==> config.mk <==
export PLATFORM = sky130hd
export DESIGN_NAME = uart_sim_bridge
export DESIGN_NICKNAME = d
export VERILOG_FILES = /design/src/rtl/uart_sim_pkg.sv /design/src/rtl/uart_sim_fifo.sv /design/src/rtl/uart_sim_bridge.sv
export SDC_FILE = /design/constraint.sdc
export NUM_CORES = 1
export LEC_CHECK = 0
export ABC_AREA = 1
export ABC_CLOCK_PERIOD_IN_PS = 2370
export BUFFER_PORTS_ARGS = -buffer_cell sky130_fd_sc_hd__buf_2
export CORE_MARGIN = 1.5
export CORE_UTILIZATION = 39
export DETAILED_ROUTE_END_ITERATION = 12
export GPL_TIMING_DRIVEN = 0
export MAX_ROUTING_LAYER = met4
export SYNTH_ARGS = -nofsm -noshare
export SYNTH_HDL_FRONTEND = slang
export SYNTH_SLANG_ARGS = --single-unit
==> constraint.sdc <==
create_clock -name clock -period 2.37 [get_ports clock]
set_input_delay 0.474 -clock clock [delete_from_list [all_inputs] [get_ports clock]]
set_output_delay 0.474 -clock clock [all_outputs]
set_load 0.02 [all_outputs]
==> src/rtl/uart_sim_pkg.sv <==
// Shared constants, state encodings and bit-period helper for the simulation UART bridge.
package uart_sim_pkg;

  localparam int unsigned FRAME_BITS = 10;
  localparam int unsigned DATA_BITS  = FRAME_BITS - 2;

  typedef enum logic [1:0] {
    TX_IDLE  = 2'd0,
    TX_START = 2'd1,
    TX_DATA  = 2'd2,
    TX_STOP  = 2'd3
  } tx_state_e;

  typedef enum logic [2:0] {
    RX_IDLE      = 3'd0,
    RX_START     = 3'd1,
    RX_DATA      = 3'd2,
    RX_STOP      = 3'd3,
    RX_WAIT_IDLE = 3'd4
  } rx_state_e;

  function automatic int unsigned calc_cpb(input int unsigned clk_hz, input int unsigned baud);
    return clk_hz / baud;
  endfunction

endpackage

==> src/rtl/uart_sim_fifo.sv <==
// Synchronous show-ahead FIFO; pointers carry one extra wrap bit to tell full from empty.
module uart_sim_fifo #(
  parameter int unsigned WIDTH = 8,
  parameter int unsigned DEPTH = 16
) (
  input  logic             clk,
  input  logic             rst_n,
  input  logic             push_i,
  input  logic             pop_i,
  input  logic [WIDTH-1:0] data_i,
  output logic [WIDTH-1:0] data_o,
  output logic             empty_o,
  output logic             full_o
);

  localparam int unsigned ADDR_W = $clog2(DEPTH);
  localparam int unsigned PTR_W  = ADDR_W + 1;

  logic [PTR_W-1:0] wr_ptr_q, rd_ptr_q;
  logic [WIDTH-1:0] mem_q [DEPTH];
  logic             do_push, do_pop;

  assign empty_o = (wr_ptr_q == rd_ptr_q);
  assign full_o  = (wr_ptr_q[PTR_W-1] != rd_ptr_q[PTR_W-1]) &&
                   (wr_ptr_q[ADDR_W-1:0] == rd_ptr_q[ADDR_W-1:0]);
  assign do_pop  = pop_i && !empty_o;
  // A pop frees the head slot in the same cycle, so a full FIFO still accepts the push.
  assign do_push = push_i && (!full_o || do_pop);
  assign data_o  = mem_q[rd_ptr_q[ADDR_W-1:0]];

  always_ff @(posedge clk or negedge rst_n) begin
    if (!rst_n) begin
      wr_ptr_q <= '0;
      rd_ptr_q <= '0;
    end else begin
      if (do_push) wr_ptr_q <= wr_ptr_q + PTR_W'(1);
      if (do_pop)  rd_ptr_q <= rd_ptr_q + PTR_W'(1);
    end
  end

  always_ff @(posedge clk or negedge rst_n) begin
    if (!rst_n) begin
      for (int i = 0; i < int'(DEPTH); i++) mem_q[i] <= '0;
    end else if (do_push) begin
      mem_q[wr_ptr_q[ADDR_W-1:0]] <= data_i;
    end
  end

endmodule

==> src/rtl/uart_sim_bridge.sv <==
// Simulation-side 8N1 UART: serializes host bytes to the SoC rx pin and
// deserializes the SoC tx pin into a show-ahead receive FIFO.
module uart_sim_bridge
  import uart_sim_pkg::*;
#(
  parameter int unsigned CLOCK_FREQUENCY = 50000000,
  parameter int unsigned UART_BAUD_RATE  = 9600,
  parameter int unsigned RX_FIFO_DEPTH   = 16
) (
  input  logic       clock,
  input  logic       reset,
  input  logic [7:0] host_tx_data,
  input  logic       host_tx_valid,
  output logic       host_tx_ready,
  output logic       soc_uart_rx,
  input  logic       soc_uart_tx,
  output logic [7:0] host_rx_data,
  output logic       host_rx_valid,
  input  logic       host_rx_ready,
  output logic       rx_overflow,
  output logic       rx_frame_error
);

  localparam int unsigned CPB   = calc_cpb(CLOCK_FREQUENCY, UART_BAUD_RATE);
  localparam int unsigned HALF  = CPB / 2;
  localparam int unsigned CNT_W = $clog2(CPB);
  localparam logic [CNT_W-1:0] BIT_END  = CNT_W'(CPB - 1);
  localparam logic [CNT_W-1:0] MID_END  = CNT_W'(HALF - 1);
  localparam logic [2:0]       LAST_BIT = 3'(DATA_BITS - 1);

  if (CPB < 4) begin : g_cpb_check
    $error("uart_sim_bridge: clocks per bit must be at least 4");
  end
  if (RX_FIFO_DEPTH < 2 || (RX_FIFO_DEPTH & (RX_FIFO_DEPTH - 1)) != 0) begin : g_depth_check
    $error("uart_sim_bridge: RX_FIFO_DEPTH must be a power of 2 and at least 2");
  end

  // ---------------- transmit path ----------------
  tx_state_e        tx_state_q, tx_state_d;
  logic [CNT_W-1:0] tx_cnt_q, tx_cnt_d;
  logic [2:0]       tx_bit_q, tx_bit_d;
  logic [7:0]       tx_shift_q, tx_shift_d;
  logic             tx_line_q, tx_line_d;
  logic             tx_ready_q;
  logic             tx_bit_end;

  assign tx_bit_end    = (tx_cnt_q == BIT_END);
  assign host_tx_ready = tx_ready_q;
  assign soc_uart_rx   = tx_line_q;

  // Line value is computed with the next state so each bit starts on the edge that enters it.
  always_comb begin
    tx_state_d = tx_state_q;
    tx_cnt_d   = tx_cnt_q;
    tx_bit_d   = tx_bit_q;
    tx_shift_d = tx_shift_q;
    tx_line_d  = tx_line_q;
    case (tx_state_q)
      TX_IDLE: begin
        tx_line_d = 1'b1;
        if (host_tx_valid) begin
          tx_state_d = TX_START;
          tx_shift_d = host_tx_data;
          tx_cnt_d   = '0;
          tx_line_d  = 1'b0;
        end
      end
      TX_START: begin
        tx_cnt_d = tx_cnt_q + CNT_W'(1);
        if (tx_bit_end) begin
          tx_state_d = TX_DATA;
          tx_cnt_d   = '0;
          tx_bit_d   = '0;
          tx_line_d  = tx_shift_q[0];
        end
      end
      TX_DATA: begin
        tx_cnt_d = tx_cnt_q + CNT_W'(1);
        if (tx_bit_end) begin
          tx_cnt_d = '0;
          if (tx_bit_q == LAST_BIT) begin
            tx_state_d = TX_STOP;
            tx_line_d  = 1'b1;
          end else begin
            tx_bit_d   = tx_bit_q + 3'd1;
            tx_shift_d = {1'b0, tx_shift_q[7:1]};
            tx_line_d  = tx_shift_q[1];
          end
        end
      end
      TX_STOP: begin
        tx_cnt_d = tx_cnt_q + CNT_W'(1);
        if (tx_bit_end) begin
          tx_state_d = TX_IDLE;
          tx_cnt_d   = '0;
        end
      end
      default: begin
        tx_state_d = TX_IDLE;
        tx_cnt_d   = '0;
        tx_line_d  = 1'b1;
      end
    endcase
  end

  always_ff @(posedge clock or negedge reset) begin
    if (!reset) begin
      tx_state_q <= TX_IDLE;
      tx_cnt_q   <= '0;
      tx_bit_q   <= '0;
      tx_shift_q <= '0;
      tx_line_q  <= 1'b1;
      tx_ready_q <= 1'b1;
    end else begin
      tx_state_q <= tx_state_d;
      tx_cnt_q   <= tx_cnt_d;
      tx_bit_q   <= tx_bit_d;
      tx_shift_q <= tx_shift_d;
      tx_line_q  <= tx_line_d;
      tx_ready_q <= (tx_state_d == TX_IDLE);
    end
  end

  // ---------------- receive path ----------------
  rx_state_e        rx_state_q, rx_state_d;
  logic [CNT_W-1:0] rx_cnt_q, rx_cnt_d;
  logic [2:0]       rx_bit_q, rx_bit_d;
  logic [7:0]       rx_shift_q, rx_shift_d;
  logic [1:0]       rx_sync_q;
  logic             rx_s;
  logic             ovf_q, ovf_d;
  logic             ferr_q, ferr_d;
  logic             rx_push, fifo_pop, fifo_empty, fifo_full;

  assign rx_s           = rx_sync_q[1];
  assign fifo_pop       = host_rx_ready && !fifo_empty;
  assign host_rx_valid  = !fifo_empty;
  assign rx_overflow    = ovf_q;
  assign rx_frame_error = ferr_q;

  always_comb begin
    rx_state_d = rx_state_q;
    rx_cnt_d   = rx_cnt_q;
    rx_bit_d   = rx_bit_q;
    rx_shift_d = rx_shift_q;
    ovf_d      = ovf_q;
    ferr_d     = ferr_q;
    rx_push    = 1'b0;
    case (rx_state_q)
      RX_IDLE: begin
        rx_cnt_d = '0;
        if (!rx_s) rx_state_d = RX_START;
      end
      RX_START: begin
        rx_cnt_d = rx_cnt_q + CNT_W'(1);
        if (rx_cnt_q == MID_END) begin
          rx_cnt_d   = '0;
          rx_bit_d   = '0;
          rx_state_d = rx_s ? RX_IDLE : RX_DATA;
        end
      end
      RX_DATA: begin
        rx_cnt_d = rx_cnt_q + CNT_W'(1);
        if (rx_cnt_q == BIT_END) begin
          rx_cnt_d   = '0;
          rx_shift_d = {rx_s, rx_shift_q[7:1]};
          rx_bit_d   = rx_bit_q + 3'd1;
          if (rx_bit_q == LAST_BIT) rx_state_d = RX_STOP;
        end
      end
      RX_STOP: begin
        rx_cnt_d = rx_cnt_q + CNT_W'(1);
        if (rx_cnt_q == BIT_END) begin
          rx_cnt_d = '0;
          if (rx_s) begin
            rx_state_d = RX_IDLE;
            if (!fifo_full || fifo_pop) rx_push = 1'b1;
            else                        ovf_d   = 1'b1;
          end else begin
            rx_state_d = RX_WAIT_IDLE;
            ferr_d     = 1'b1;
          end
        end
      end
      RX_WAIT_IDLE: begin
        rx_cnt_d = '0;
        if (rx_s) rx_state_d = RX_IDLE;
      end
      default: begin
        rx_state_d = RX_IDLE;
        rx_cnt_d   = '0;
      end
    endcase
  end

  always_ff @(posedge clock or negedge reset) begin
    if (!reset) begin
      rx_sync_q  <= 2'b11;
      rx_state_q <= RX_IDLE;
      rx_cnt_q   <= '0;
      rx_bit_q   <= '0;
      rx_shift_q <= '0;
      ovf_q      <= 1'b0;
      ferr_q     <= 1'b0;
    end else begin
      rx_sync_q  <= {rx_sync_q[0], soc_uart_tx};
      rx_state_q <= rx_state_d;
      rx_cnt_q   <= rx_cnt_d;
      rx_bit_q   <= rx_bit_d;
      rx_shift_q <= rx_shift_d;
      ovf_q      <= ovf_d;
      ferr_q     <= ferr_d;
    end
  end

  uart_sim_fifo #(
    .WIDTH(8),
    .DEPTH(RX_FIFO_DEPTH)
  ) u_rx_fifo (
    .clk    (clock),
    .rst_n  (reset),
    .push_i (rx_push),
    .pop_i  (fifo_pop),
    .data_i (rx_shift_q),
    .data_o (host_rx_data),
    .empty_o(fifo_empty),
    .full_o (fifo_full)
  );

endmodule
==> results.py <==
metrics = {
    "run_status": {
        "status": "finished with violations",
        "violations": "setup timing",
    },
    "cells_and_area": {
        "seq_area_mm2": 0.004935,
        "layout_commonest_cell": "nand2_1",
        "fin_util_pct": 47.35,
        "layout.nets": 1378,
        "final_area_mm2": 0.01199,
        "syn_to_final_growth_pct": 18.77,
        "antenna_cells": 0,
        "multi_input_area_mm2": 0.004647,
        "final_cell_mix": "nand2_1, dfrtp_1, nand3_1, inv_1, nor2_1",
        "drive_gt1_share_pct": 14.54,
        "fillers": 2435,
        "stdcell_count": 1692,
    },
    "global_routing": {
        "grt_usage_pct": 23.31,
        "grt_pass1_wl_mm": 46.95,
        "overflow": 0,
        "antenna_found_initial": 0,
        "grt_pass1_vias": 8630,
        "grt_max_degree": 103,
    },
    "sta": {
        "rsz0062_at_grt": "true",
        "slew_headroom_pct": 39.57,
        "period_minus_slack_ps": 2637,
        "period_share_pct": 111.3,
        "finalHoldWorstSlack_ps": 76.09,
        "setup_ws_ps": -267.1,
        "skew_ps": 19.63,
        "tightest_slew_ps": 906.4,
        "slew_violations": 0,
        "setup_violations": 8,
        "hold_viol": 0,
        "fmax_ghz": 0.3792,
        "setup_tns_ps": -1432,
    },
    "critical_path": {
        "critical_path_class": "flop to output port",
        "cp_max_fo": 6,
        "rrSetupSlack_ps": 30,
        "start_kind": "flop",
        "endpoint_kind": "output port",
        "required_ps": 1900,
        "critPathArrivalTime_ps": 2160,
    },
    "power": {
        "p_leak_nw": 6.128,
        "power_mw": 10.76,
        "vdd_ir_drop_max_uv": 776.1,
        "power_density_mw_per_mm2": 897.2,
    },
    "synthesis": {
        "async_flop_share_pct": 100.0,
        "syn-num-nets": 1315,
        "syn_area_per_cell_um2": 7.852,
        "netlist.area_leader.share_pct": 47.83,
        "synth_largest_area_cell": "dfrtp_1",
        "ys_warn_count": 0,
        "ys_ff_latch": 197,
        "synth_area_mm2": 0.01010,
        "synth_seq_area_share_pct": 48.87,
        "synth_top_flop_cell": "dfrtp_1",
        "synth_edf_count": 0,
        "synth_cell_types": 41,
        "synth_area_leaders": "dfrtp_1, nand2_1, nand3_1",
        "netlist_instances": 1286,
    },
    "clock_network": {
        "clock-sinks": 197,
        "clkTransAtPathRegs_ps": 70,
        "cts_buffers": 17,
        "clkLatencyLatePin_ps": 440,
        "ctsHtreeMaxLevel": 4,
        "holdBufCountCts": 0,
        "root_buffer": "clkbuf_16",
        "cts_tree": "yes",
        "clock_path_buffers": 2,
    },
    "floorplanning": {
        "start_util_pct": 39.87,
        "num_rows": 58,
        "die_x_um": 163.9,
        "io_pins": 26,
        "die_y_um": 163.9,
        "core_area_mm2": 0.02533,
        "dieArea_mm2": 0.02686,
    },
    "flow_run": {
        "maxCapViolCount": 0,
    },
    "routing": {
        "drtPass1Iterations": 7,
        "postRouteAntennaNets": 0,
        "via_count": 8964,
        "wl_mm": 29.07,
        "drtIter0Drc": 860,
        "via_per_inst": 5.298,
        "post_drt_wl_per_cell_um": 17.18,
        "drc": 0,
    },
    "placement": {
        "port_buffers": 25,
        "place_congestion": 0.9195,
        "pre_cts_ws_ps": -365.2,
        "placement.cell_area_mm2": 0.01067,
        "dp.cells": 1642,
        "dpl.hpwl_mm": 20.15,
    },
    "hold_path": {
        "hp-class": "primary input to asynchronous set/reset pin",
    },
}
==> routing by layer <==
layer | part of all wire, % | GRT usage (%) | up-vias
li1 | - | - | 4294
met4 | 3.1 | 8.636 | 0
met5 | 0 | - | -
met1 | 45 | 31.34 | 4318
met3 | 5.9 | 3.409 | 59
met2 | 46 | 35.73 | 293
==> worst max-delay path, cell delays in order (launching register included) <==
cell       delay (ps)
dfrtp_1           430
buf_6             190
inv_8              70
clkbuf_16         160
o21ai_2           120
o21ai_2            90
o211ai_1          350
nand3_1           160
buf_6             160
==> power breakdown <==
| part | leakage [nW] | internal, mW | switching [mW] | total [mW] |
|---|---|---|---|---|
| clock network | 0.293 | 1.81 | 1.32 | 3.12 |
| logic | 3.25 | 1.74 | 2.38 | 4.12 |
| registers | 2.59 | 3.44 | 0.0823 | 3.52 |
==> sequential cells by signal (all words and copies together) (netlist names) <==
signal              count
u_rx_fifo.rd_ptr_q      5
rx_sync_q               2
tx_shift_q              8
u_rx_fifo.wr_ptr_q      5
soc_uart_rx             1
tx_cnt_q               13
rx_shift_q              8
tx_state_q              2
rx_cnt_q               13
rx_state_q              3
u_rx_fifo.mem_q       128
tx_bit_q                3
host_tx_ready           1
rx_frame_error          1
rx_bit_q                3
rx_overflow             1
==> cell families (layout without fill, tap and decap cells) <==
| kind of cell | count (synthesis) | in the layout | synth area share, % |
|---|---|---|---|
| AO/OA/AOI/OAI | 154 | 154 | 8.724 |
| XOR/XNOR | 12 | 12 | 1.115 |
| adder cells (fa/ha/maj) | 16 | 16 | 1.983 |
| buffers and inverters | 172 | 248 | 7.385 |
| flip-flops | 197 | 197 | 48.87 |
| multiplexers | 7 | 7 | 0.6940 |
| AND/OR/NAND/NOR | 728 | 728 | 31.23 |
==> worst paths after layout <==
path | from | endpoint | depth (start not counted)
max reg2reg | u_rx_fifo.rd_ptr_q[0] | u_rx_fifo.mem_q[55] | 14
max | u_rx_fifo.rd_ptr_q[0] | host_rx_data[3] | 8
min in group clock | soc_uart_tx | rx_sync_q[0] | 1
max in group asynchronous | reset | u_rx_fifo.mem_q[101] | 2
min | reset | rx_cnt_q[12] | 1
min reg2reg | rx_sync_q[0] | rx_sync_q[1] | 0
==> synthesized netlist by cell type, types with 4 or more instances <==
cell,count
buf_1,8
buf_6,12
inv_2,7
mux2i_1,7
dfrtp_1,193
nand2_1,404
inv_1,94
a21oi_1,11
nand2_2,14
clkbuf_1,44
o221ai_1,8
o21ai_0,94
nor3_1,18
nand4_1,10
xor2_1,10
nor2_2,5
buf_2,4
dfstp_2,4
ha_1,16
nand3_1,159
nor2_1,107
o22ai_1,17
o211ai_1,13
nor2_8,5
==> final cells by class <==
cell class | count | share of cell area [%]
sequential | 197 | 41.15
multi-input combinational | 917 | 38.75
buffer | 69 | 4.997
clock buffer | 24 | 3.850
tap | 330 | 3.443
timing repair buffer | 45 | 3.276
inverter | 102 | 3.255
clock inverter | 8 | 1.283
==> what timing repair did <==
action	CTS	global route
endpoints found under the hold margin	0	0
setup buffers	10	6
pin swaps	23	28
gates resized for setup	117	67
endpoints found under the setup margin	8	22
gates cloned	3	1
Note: power is estimated with default switching activity, not from simulation.
